`src/rtl/decade_div_ctrl_if.sv`:
```
// Handshake and status bundle for the decade divider controller.
// The master side issues start/stop and divide-select requests; the slave side
// (the controller) returns the handshake ready, run status, tick and BCD count.
interface decade_div_ctrl_if #(
    parameter int STAGES = 3
) ();
    logic                  start;
    logic                  stop;
    logic                  cfg_valid;
    logic [1:0]            cfg_sel;
    logic                  cfg_ready;
    logic                  busy;
    logic                  tick;
    logic [1:0]            div_sel;
    logic [4*STAGES-1:0]   count;

    modport master (
        output start,
        output stop,
        output cfg_valid,
        output cfg_sel,
        input  cfg_ready,
        input  busy,
        input  tick,
        input  div_sel,
        input  count
    );

    modport slave (
        input  start,
        input  stop,
        input  cfg_valid,
        input  cfg_sel,
        output cfg_ready,
        output busy,
        output tick,
        output div_sel,
        output count
    );
endinterface

```
`src/rtl/decade_div_ctrl.sv`:
```
// Synchronous BCD decade cascade used as a clock-enable divider.
// Produces a one-cycle tick every 10^div_sel clocks; all stages run on clk and
// a digit advances only when every lower active digit sits at 9.
module decade_div_ctrl #(
    parameter int STAGES = 3
) (
    input  logic               clk,
    input  logic               reset,
    decade_div_ctrl_if.slave   bus
);
    localparam int         W       = 4 * STAGES;
    localparam logic [1:0] MAX_SEL = 2'(STAGES);

    typedef enum logic {
        IDLE,
        RUN
    } state_t;

    state_t       state_q, state_n;
    logic [W-1:0] count_q, count_n, count_inc;
    logic         tick_q, tick_n;
    logic [1:0]   div_sel_q, div_sel_n;
    logic [1:0]   pend_sel_q, pend_sel_n;
    logic         pend_q, pend_n;
    logic [1:0]   cfg_sel_sat;
    logic         accept;
    logic         carry;
    logic         term_cnt;

    // Requested select clamped to the number of stages actually built.
    always_comb begin
        cfg_sel_sat = (bus.cfg_sel > MAX_SEL) ? MAX_SEL : bus.cfg_sel;
    end

    // A request is taken whenever nothing is already waiting to be applied.
    assign accept = bus.cfg_valid && !pend_q;

    // Carry chain over the active digits; the carry out of the last active
    // digit means every active digit is 9, i.e. terminal count.
    always_comb begin
        count_inc = '0;
        carry     = 1'b1;
        for (int i = 0; i < STAGES; i++) begin
            if (2'(i) < div_sel_q) begin
                if (carry) begin
                    count_inc[4*i +: 4] = (count_q[4*i +: 4] == 4'd9) ? 4'd0
                                                                       : count_q[4*i +: 4] + 4'd1;
                end else begin
                    count_inc[4*i +: 4] = count_q[4*i +: 4];
                end
                carry = carry && (count_q[4*i +: 4] == 4'd9);
            end
        end
        term_cnt = carry;
    end

    // Next-state, counter and configuration update logic.
    always_comb begin
        state_n    = state_q;
        count_n    = count_q;
        tick_n     = 1'b0;
        div_sel_n  = div_sel_q;
        pend_n     = pend_q;
        pend_sel_n = pend_sel_q;
        case (state_q)
            IDLE: begin
                count_n = '0;
                if (accept) begin
                    div_sel_n = cfg_sel_sat;
                end
                if (bus.start && !bus.stop) begin
                    state_n = RUN;
                end
            end
            RUN: begin
                if (bus.stop) begin
                    state_n = IDLE;
                    count_n = '0;
                    if (pend_q) begin
                        div_sel_n = pend_sel_q;
                        pend_n    = 1'b0;
                    end else if (accept) begin
                        div_sel_n = cfg_sel_sat;
                    end
                end else begin
                    count_n = count_inc;
                    tick_n  = term_cnt;
                    if (term_cnt && pend_q) begin
                        div_sel_n = pend_sel_q;
                        pend_n    = 1'b0;
                    end
                    if (accept) begin
                        pend_n     = 1'b1;
                        pend_sel_n = cfg_sel_sat;
                    end
                end
            end
            default: begin
                state_n = IDLE;
                count_n = '0;
            end
        endcase
    end

    // State register with asynchronous active-low clear.
    always_ff @(posedge clk or negedge reset) begin
        if (!reset) begin
            state_q    <= IDLE;
            count_q    <= '0;
            tick_q     <= 1'b0;
            div_sel_q  <= MAX_SEL;
            pend_q     <= 1'b0;
            pend_sel_q <= 2'd0;
        end else begin
            state_q    <= state_n;
            count_q    <= count_n;
            tick_q     <= tick_n;
            div_sel_q  <= div_sel_n;
            pend_q     <= pend_n;
            pend_sel_q <= pend_sel_n;
        end
    end

    assign bus.cfg_ready = !pend_q;
    assign bus.busy      = (state_q == RUN);
    assign bus.tick      = tick_q;
    assign bus.div_sel   = div_sel_q;
    assign bus.count     = count_q;
endmodule

```
`src/flat_wrapper.sv`:
```
// flat-port wrapper written by rule: the top's interface ports become plain ports
module decade_div_ctrl_flat 
#(
    parameter int STAGES = 3
)
  (clk, reset, bus_start, bus_stop, bus_cfg_valid, bus_cfg_sel, bus_cfg_ready, bus_busy, bus_tick, bus_div_sel, bus_count);
  decade_div_ctrl_if #(.STAGES(STAGES)) bus_i ();
  input  logic clk;
  input  logic reset;
  input wire logic [$bits(bus_i.start)-1:0] bus_start;
  input wire logic [$bits(bus_i.stop)-1:0] bus_stop;
  input wire logic [$bits(bus_i.cfg_valid)-1:0] bus_cfg_valid;
  input wire logic [$bits(bus_i.cfg_sel)-1:0] bus_cfg_sel;
  output wire logic [$bits(bus_i.cfg_ready)-1:0] bus_cfg_ready;
  output wire logic [$bits(bus_i.busy)-1:0] bus_busy;
  output wire logic [$bits(bus_i.tick)-1:0] bus_tick;
  output wire logic [$bits(bus_i.div_sel)-1:0] bus_div_sel;
  output wire logic [$bits(bus_i.count)-1:0] bus_count;
  assign bus_i.start = bus_start;
  assign bus_i.stop = bus_stop;
  assign bus_i.cfg_valid = bus_cfg_valid;
  assign bus_i.cfg_sel = bus_cfg_sel;
  assign bus_cfg_ready = bus_i.cfg_ready;
  assign bus_busy = bus_i.busy;
  assign bus_tick = bus_i.tick;
  assign bus_div_sel = bus_i.div_sel;
  assign bus_count = bus_i.count;
  decade_div_ctrl #(.STAGES(STAGES)) u_core (.clk(clk), .reset(reset), .bus(bus_i));
endmodule
```
`config.mk`:
```
export PLATFORM = sky130hd
export DESIGN_NAME = decade_div_ctrl_flat
export DESIGN_NICKNAME = d
export VERILOG_FILES = /design/src/rtl/decade_div_ctrl_if.sv /design/src/rtl/decade_div_ctrl.sv /design/src/flat_wrapper.sv
export SDC_FILE = /design/constraint.sdc
export NUM_CORES = 1
export LEC_CHECK = 0
export ABC_CLOCK_PERIOD_IN_PS = 1680
export BUFFER_PORTS_ARGS = -buffer_cell sky130_fd_sc_hd__buf_2
export CELL_PAD_IN_SITES_DETAIL_PLACEMENT = 2
export CELL_PAD_IN_SITES_GLOBAL_PLACEMENT = 2
export CORE_AREA = 2 2 63 65
export DETAILED_ROUTE_END_ITERATION = 8
export DIE_AREA = 0 0 65 67
export HOLD_SLACK_MARGIN = 0.15
export PLACE_DENSITY = 0.8
export REMOVE_ABC_BUFFERS = 1
export SLEW_MARGIN = 20
export SYNTH_ARGS = -nofsm -noshare
export SYNTH_HDL_FRONTEND = slang
export SYNTH_SLANG_ARGS = --single-unit
export TNS_END_PERCENT = 10
```
`constraint.sdc`:
```
create_clock -name clk -period 1.68 [get_ports clk]
set_clock_uncertainty 0.1 [all_clocks]
set_input_delay 0.168 -clock clk [delete_from_list [all_inputs] [get_ports clk]]
set_output_delay 0.168 -clock clk [all_outputs]
set_load 0.02 [all_outputs]
```
==> impl_metrics.tcl, run 1 <==
set metrics [dict create \
    drt_drc_violations_left 0 \
    synth_area_um2 1020 \
    num_vias 988 \
    cellInternalPower_uw 957 \
    die_h_um 67 \
    cts_root_buffer "clkbuf_8" \
    p_total_mw 1.53 \
    fin_util 0.416 \
    holdWs_ps 274 \
    grt.overflow.total 0 \
    grt_max_degree 20 \
    dpl_worst_slack_ps -67.4 \
    min_path_type "in2reg" \
    io_pins 24 \
    clockPowerShare 0.220 \
    synth-seq-cells 19 \
    track_usage 0.163 \
    initial_core_util 0.284 \
    first_pass_iters 4 \
    tns_ps -155 \
    slew_headroom 0.690 \
    sw_frac_of_total 0.373 \
    slew_violations 0 \
    yosys_warnings 0 \
    p_seq_frac 0.400 \
    grt_pass1_vias 1127 \
    fin_crit_ps 1760 \
    grt_pass1_wl_um 5340 \
    final_cell_area_um2 1500 \
    vias_per_cell 4.94 \
    final_layout_size_suffix_gt1_frac 0.408 \
    final_cell_mix "buf_2 (23), buf_4 (19), dfrtp_1 (17)" \
    clk_latency_ps 260 \
    cap_viol_max_count 0 \
    timing.final.ws_setup_ps -82.7 \
    path_class "reg2reg" \
    coreArea_um2 3610 \
    htreeDepth 1 \
    cp.arrival_ps 1880 \
    crit_required_ps 1790 \
    numCtsBuffers 3 \
    synth_cell_type_count 36 \
    final_cell_count_no_fill 200 \
    rsz0062_at_grt "true" \
    finalCritPeriodShare 1.05 \
    portBuffers 23 \
    syn_area_per_cell_um2 9.95 \
    cp-start-kind "flop" \
    nets 166 \
    async_reset_ff_frac 1.00 \
    numClockSinks 19 \
    combinationalPowerShare 0.380 \
    powerDensity_nw_per_um2 1020 \
    syn_to_final_growth_pct 46.4 \
    end_kind "flop" \
    synth-main-ff-cell "dfrtp_1" \
    violations "setup timing" \
    ys_seq_area_frac 0.466 \
    final_common_cell "buf_2" \
    synth_edf_count 0 \
    hpwl_um 2410 \
    dpl_cell_area_um2 1320 \
    irDropWorstVdd_mv 0.409 \
    path_clk_slew_ps 80 \
    wl_per_cell_um 16.2 \
    wl_um 3240 \
    clock_path_buffers 2 \
    worst-path-max-fanout 4 \
    power_switching_uw 569 \
    syn_inst 103 \
    rows 22 \
    tightest_slew_ps 465 \
    leakagePower_nw 0.734 \
    hold_viol 0 \
    fp.dieW_um 65 \
    place_congestion 0.784 \
    placed_cells 189 \
    setup-violations-final 3 \
    design.die.area_um2 4360 \
    ant_nets 0 \
    max_freq_mhz 567 \
    drtIter0Drc 17 \
    cts_tree "built" \
    diodes 0 \
    antenna_found_initial 0 \
    status "complete, but fails checks" \
]
[kinds of logic (layout without fill, tap and decap cells)]
group / after synthesis / count (layout) / synth area share
AND/OR/NAND/NOR: 44 / 44 / 0.236
AO/OA/AOI/OAI: 20 / 20 / 0.144
buffers and inverters: 9 / 58 / 0.0330
XOR/XNOR: 2 / 2 / 0.0171
multiplexers: 3 / 3 / 0.0305
flip-flops: 19 / 19 / 0.466
adder cells (fa/ha/maj): 6 / 6 / 0.0733
[Yosys cell counts, drive strengths merged (2+ instances only)]
| cell | count | area share |
|---|---|---|
| a21oi | 5 | 0.024 |
| and2 | 3 | 0.021 |
| clkbuf | 2 | 0.0073 |
| dfrtp | 17 | 0.42 |
| dfstp | 2 | 0.051 |
| ha | 6 | 0.073 |
| inv | 7 | 0.026 |
| mux2i | 2 | 0.020 |
| nand2 | 7 | 0.026 |
| nand2b | 4 | 0.024 |
| nand3 | 8 | 0.039 |
| nand3b | 3 | 0.034 |
| nor2 | 10 | 0.037 |
| nor3 | 2 | 0.0098 |
| o21ai | 4 | 0.020 |
| o2bb2ai | 2 | 0.017 |
| or3 | 2 | 0.012 |
[sequential cells by signal (all words and copies together), names as in the netlist]
signal              cells
u_core.bus.count       12
u_core.pend_sel_q       2
u_core.pend_q           1
u_core.bus.busy         1
u_core.bus.div_sel      2
u_core.bus.tick         1
[power by group through the flow]
| stage | clock [mW] | combinational (mW) | sequential [mW] |
|---|---|---|---|
| finish | 0.336 | 0.579 | 0.610 |
| global route | 0.363 | 0.631 | 0.620 |
| CTS | 0.346 | 0.569 | 0.611 |
| detailed placement | 0 | 0.512 | 0.611 |
| global placement | 0 | 0.482 | 0.601 |
| floorplan | 0 | 0.237 | 0.659 |
[worst paths after layout]
check	start	to	slack [ps]	cells after the start
worst min-delay path	bus_stop	u_core.bus.count[1]	270	4
max in group asynchronous	reset	u_core.bus.div_sel[1]	840	2
min in group asynchronous	reset	u_core.bus.count[5]	290	2
worst max register to register	u_core.bus.count[9]	u_core.bus.div_sel[1]	-80	7
worst max-delay path	u_core.bus.count[9]	u_core.bus.div_sel[1]	-80	7
worst min register to register	u_core.pend_sel_q[0]	u_core.pend_sel_q[0]	430	1
[final cells by class]
type / count / area (um2)
clock inverters: 1 / 5.00
clock buffers: 3 / 41.3
flip-flops and latches: 19 / 478
fillers: 415 / 2110
repair buffers: 47 / 308
well taps: 48 / 60.1
multi-input cells: 75 / 582
inverters: 7 / 26.3
[routing by layer]
metal	routed length, um	up-vias	part of all wire	GRT usage
met2	1750	23	0.54	0.311
met4	55	0	0.017	0.0638
met5	0	-	0	0
li1	-	467	-	-
met1	1330	493	0.41	0.179
met3	108	5	0.033	0.0270
[what timing repair did]
item,CTS,global route
setup endpoints to repair,3,9
hold buffers,5,0
pin swaps,3,1
buffers inserted,1,1
hold endpoints to repair,24,0
resized for setup,10,4
[critical path, stage by stage, from the launching register on]
cell and delay (ps):
dfrtp_1 400, inv_2 90, ha_4 120, nand3b_1 140, a222oi_1 360, buf_4 230
o22ai_4 90, o2bb2a_4 200
(Power assumes the default switching activity.)
==> run 2, diff against run 1 <==
--- a/config.mk
+++ b/config.mk
@@ -5,7 +5,7 @@
 export SDC_FILE = /design/constraint.sdc
 export NUM_CORES = 1
 export LEC_CHECK = 0
-export ABC_CLOCK_PERIOD_IN_PS = 1680
+export ABC_CLOCK_PERIOD_IN_PS = 1400
 export BUFFER_PORTS_ARGS = -buffer_cell sky130_fd_sc_hd__buf_2
 export CELL_PAD_IN_SITES_DETAIL_PLACEMENT = 2
 export CELL_PAD_IN_SITES_GLOBAL_PLACEMENT = 2
==> constraint.sdc (replaced) <==
create_clock -name clk -period 1.4 [get_ports clk]
set_clock_uncertainty 0.1 [all_clocks]
set_input_delay 0.14 -clock clk [delete_from_list [all_inputs] [get_ports clk]]
set_output_delay 0.14 -clock clk [all_outputs]
set_load 0.02 [all_outputs]
==> impl_metrics.tcl, run 2 (synthesis gave the netlist of run 1 again) <==
set metrics [dict create \
    design.die.area_um2 4360 \
    final_cell_area_um2 1600 \
    cellInternalPower_mw 1.24 \
    whs_path_depth 2 \
    ant_nets 0 \
    place_congestion 0.748 \
    final_common_cell "buf_4" \
    io_pins 24 \
    portBuffers 23 \
    cts_hold_buf 3 \
    final_cell_mix "buf_4 (31), buf_2 (22), dfrtp_1 (17)" \
    tns_ps -2290 \
    fin_crit_ps 1720 \
    dpl_worst_slack_ps -326 \
    combinationalPowerShare 0.415 \
    wl_met1_um 1390 \
    reg2regPathDepth 7 \
    slew_violations 0 \
    p_total_mw 1.94 \
    maxUsedRoutingLayer "met4" \
    drtIter0Drc 39 \
    leakagePower_nw 0.801 \
    track_usage 0.183 \
    min_path_type "in2reg" \
    wl_met2_um 1910 \
    fp.dieW_um 65 \
    hold_viol 1 \
    initial_core_util 0.284 \
    grt_pass1_wl_um 5890 \
    powerDensity_nw_per_um2 1210 \
    diodes 0 \
    fin_util 0.443 \
    die_h_um 67 \
    worst-path-max-fanout 4 \
    clock_path_buffers 2 \
    grt.overflow.total 0 \
    timing.final.ws_setup_ps -323 \
    ff2ff_setup_slack_ps -320 \
    power_switching_uw 695 \
    rsz0062_at_grt "true" \
    wl_per_cell_um 16.4 \
    antenna_found_initial 0 \
    path_clk_slew_ps 80 \
    coreArea_um2 3610 \
    min_to "u_core.bus.busy" \
    hpwl_um 2510 \
    irDropWorstVdd_mv 0.500 \
    clk_latency_ps 260 \
    grt_max_degree 20 \
    wl_um 3470 \
    sw_frac_of_total 0.359 \
    crit_required_ps 1520 \
    hp-start "bus_stop" \
    slew_headroom 0.683 \
    grt_pass1_vias 1208 \
    final_cell_count_no_fill 212 \
    end_kind "flop" \
    htreeDepth 1 \
    num_vias 1056 \
    largest_reg_flops 12 \
    holdWs_ps -6.07 \
    met3WireLength_um 106 \
    nets 178 \
    drt_drc_violations_left 0 \
    syn_to_final_growth_pct 56.0 \
    path_class "reg2reg" \
    max_freq_mhz 581 \
    p_seq_frac 0.378 \
    numCtsBuffers 3 \
    cts_tree "built" \
    cp-start-kind "flop" \
    finalCritPeriodShare 1.23 \
    first_pass_iters 2 \
    cp.arrival_ps 1840 \
    vias_per_cell 4.98 \
    cts_root_buffer "clkbuf_8" \
    status "complete, but fails checks" \
    placed_cells 201 \
    numClockSinks 19 \
    violations "hold timing, setup timing" \
    dpl_cell_area_um2 1410 \
    setup-violations-final 12 \
    reg2reg_from "u_core.bus.count[9]" \
    final_layout_size_suffix_gt1_frac 0.482 \
    timing.rr.end "u_core.bus.div_sel[1]" \
    tightest_slew_ps 476 \
    clockPowerShare 0.208 \
    cap_viol_max_count 0 \
    rows 22 \
]
==> run 2: cell types whose count changed in the layout (fill, tap and decap cells not counted), moves of 2 or more <==
cell	previous run	this run
o21ai_1	1	3
dlygate4sd3_1	5	3
buf_6	0	2
buf_4	19	31
o21ai_0	3	1
==> run 2: metal layers <==
metal,GRT usage,vias up
li1,-,489
met5,0,-
met1,0.195,536
met4,0.0691,0
met2,0.366,24
met3,0.0169,7
==> run 2: power groups by stage <==
| stage | clock [mW] | sequential (mW) | combinational, mW |
|---|---|---|---|
| global placement | 0 | 0.716 | 0.659 |
| global route | 0.441 | 0.744 | 0.865 |
| detailed placement | 0 | 0.727 | 0.702 |
| floorplan | 0 | 0.791 | 0.284 |
| finish | 0.402 | 0.732 | 0.803 |
| CTS | 0.415 | 0.728 | 0.777 |
==> run 2: repair_timing <==
item                                    CTS  global route
resized for setup                        16             6
setup buffers                             4             0
endpoints found under the setup margin   14            17
hold endpoints to repair                 24             2
pin swaps                                 4             2
==> run 2: final cells by class <==
cell class              count  area [um2]
clock buffers               3        41.3
clock inverters             1        5.00
fillers                   399        2010
inverters                   7        26.3
multi-input cells          75         578
flip-flops and latches     19         478
well taps                  48        60.1
repair buffers             59         410
==> run 2: critical path, stage by stage (launching register included) <==
cell,delay (ps)
dfrtp_1,410
inv_2,90
ha_4,120
nand3b_1,140
a222oi_1,320
buf_4,200
o22ai_2,90
o2bb2a_4,200
==> run 2: how the worst max path moves through the flow <==
stage / start / end / slack, ps / depth (start not counted)
3_3_place_gp: u_core.bus.count[1] / u_core.bus.div_sel[1] / -280 / 7
6_report: u_core.bus.count[9] / u_core.bus.div_sel[1] / -320 / 7
5_1_grt: u_core.bus.count[5] / u_core.bus.div_sel[1] / -470 / 7
3_5_place_dp: u_core.bus.count[1] / u_core.bus.div_sel[1] / -330 / 7
4_1_cts: u_core.bus.count[5] / u_core.bus.div_sel[1] / -300 / 7
2_1_floorplan: u_core.bus.count[0] / u_core.bus.div_sel[1] / -500 / 5
==> run 3, diff against run 2 <==
--- a/config.mk
+++ b/config.mk
@@ -19,4 +19,4 @@
 export SYNTH_ARGS = -nofsm -noshare
 export SYNTH_HDL_FRONTEND = slang
 export SYNTH_SLANG_ARGS = --single-unit
-export TNS_END_PERCENT = 10
+export TNS_END_PERCENT = 50
==> impl_metrics.tcl, run 3 (synthesis gave the netlist of run 1 again) <==
set metrics [dict create \
    hold_viol 1 \
    portBuffers 23 \
    initial_core_util 0.284 \
    cp-start-kind "flop" \
    whs_path_depth 2 \
    fin_crit_ps 1860 \
    cp.arrival_ps 1970 \
    num_vias 1083 \
    slew_headroom 0.692 \
    holdWs_ps -7.38 \
    crit_start "u_core.bus.count[5]" \
    max_freq_mhz 538 \
    tightest_slew_ps 462 \
    final_layout_size_suffix_gt1_frac 0.521 \
    ant_nets 0 \
    slew_violations 0 \
    hpwl_um 2510 \
    p_total_mw 2.01 \
    grt_pass1_wl_um 6200 \
    wl_um 4080 \
    min_path_type "in2reg" \
    min_to "u_core.bus.busy" \
    syn_to_final_growth_pct 65.2 \
    clk_latency_ps 260 \
    wl_per_cell_um 18.8 \
    grt_max_degree 20 \
    drtIter0Drc 51 \
    clock_path_buffers 2 \
    worst-path-max-fanout 4 \
    nFillCells 398 \
    crit_required_ps 1510 \
    first_pass_iters 4 \
    design.die.area_um2 4360 \
    numCtsBuffers 3 \
    rows 22 \
    final_cell_area_um2 1690 \
    nets 183 \
    cts_hold_buf 3 \
    cpPeakStageDelay_ps 390 \
    final_cell_mix "buf_4 (33), buf_2 (22), dfrtp_1 (17)" \
    timing.rr.end "u_core.bus.div_sel[1]" \
    setup-violations-final 12 \
    leakagePower_nw 0.849 \
    path_buf_inv 2 \
    coreArea_um2 3610 \
    finalCritPeriodShare 1.33 \
    status "complete, but fails checks" \
    vias_per_cell 4.99 \
    track_usage 0.193 \
    grt_pass1_vias 1251 \
    path_class "reg2reg" \
    final_common_cell "buf_4" \
    cap_viol_max_count 0 \
    dpl_cell_area_um2 1410 \
    cp_top_family "compound AO/OA/AOI/OAI gates" \
    rsz0062_at_grt "true" \
    die_h_um 67 \
    path_cells "inv_1, ha_2, nand3b_1, a222oi_1, buf_4, o22ai_2, o2bb2a_4" \
    htreeDepth 1 \
    fp.dieW_um 65 \
    diodes 0 \
    reg2regPathDepth 7 \
    antenna_found_initial 0 \
    hp-start "bus_stop" \
    place_congestion 0.748 \
    timing.final.ws_setup_ps -457 \
    cts_root_buffer "clkbuf_8" \
    numClockSinks 19 \
    irDropWorstVdd_mv 0.629 \
    placed_cells 201 \
    end_kind "flop" \
    slowest_stage "dfrtp_1" \
    final_cell_count_no_fill 217 \
    ff2ff_setup_slack_ps -460 \
    path_clk_slew_ps 80 \
    reg2reg_from "u_core.bus.count[5]" \
    violations "hold timing, setup timing" \
    cts_tree "built" \
    largest_reg_flops 12 \
    fin_util 0.469 \
    io_pins 24 \
    drt_drc_violations_left 0 \
    powerDensity_nw_per_um2 1190 \
    grt.overflow.total 0 \
]
## run 3: cell count changes in the layout (fill, tap and decap cells not counted), sizes merged
cell and change:
buf +5
## run 3: worst register-to-register path: cells and delay by family, from the launching register on
kind | cells | cell delay [ps]
DFF | 1 | 390
and+or+nand+nor | 1 | 210
adders and majority gates | 1 | 170
buffers and inverters | 2 | 290
AOI/OAI and AO/OA | 3 | 640
## run 3: through the flow
stage	setup slack [ps]	hold slack, ps	setup TNS [ps]
2_1_floorplan	-500	-256	-3110
3_3_place_gp	-276	10.6	-1480
3_5_place_dp	-326	20.9	-2090
4_1_cts	-280	-18.2	-2280
5_1_grt	-535	12.3	-4830
6_report	-457	-7.38	-3920
## run 3: worst max path at each step
stage,end,slack (ps),cells after the start
after floorplan,u_core.bus.div_sel[1],-500,5
after global placement,u_core.bus.div_sel[1],-280,7
after detailed placement,u_core.bus.div_sel[1],-330,7
after CTS,u_core.bus.div_sel[1],-280,7
after global routing,u_core.bus.div_sel[1],-540,7
final,u_core.bus.div_sel[1],-460,7
## run 3: repair_timing
action	4_1_cts	5_1_grt
setup endpoints to repair	14	17
pin swaps	6	2
setup buffers	9	1
resized for setup	20	10
endpoints found under the hold margin	24	2
## run 3: routing by layer
layer  part of all wire  track usage  up-vias
li1                   -            -      500
met1               0.38        0.208      555
met2               0.59        0.385       24
met3              0.031       0.0169        4
met4             0.0047       0.0718        0
met5                  0            0        -
## run 3: layout make-up
| type | instances | area (um2) | area share |
|---|---|---|---|
| tap | 48 | 60.1 | 0.0355 |
| inverter | 7 | 26.3 | 0.0155 |
| sequential | 19 | 478 | 0.282 |
| timing repair buffer | 64 | 468 | 0.276 |
| clock buffer | 3 | 41.3 | 0.0244 |
| multi-input combinational | 75 | 614 | 0.363 |
| clock inverter | 1 | 5.00 | 0.00296 |
## run 3: power breakdown
part,switching (mW),internal (mW)
registers,0.0839,0.652
logic,0.453,0.414
clock network,0.206,0.198
total,0.743,1.26
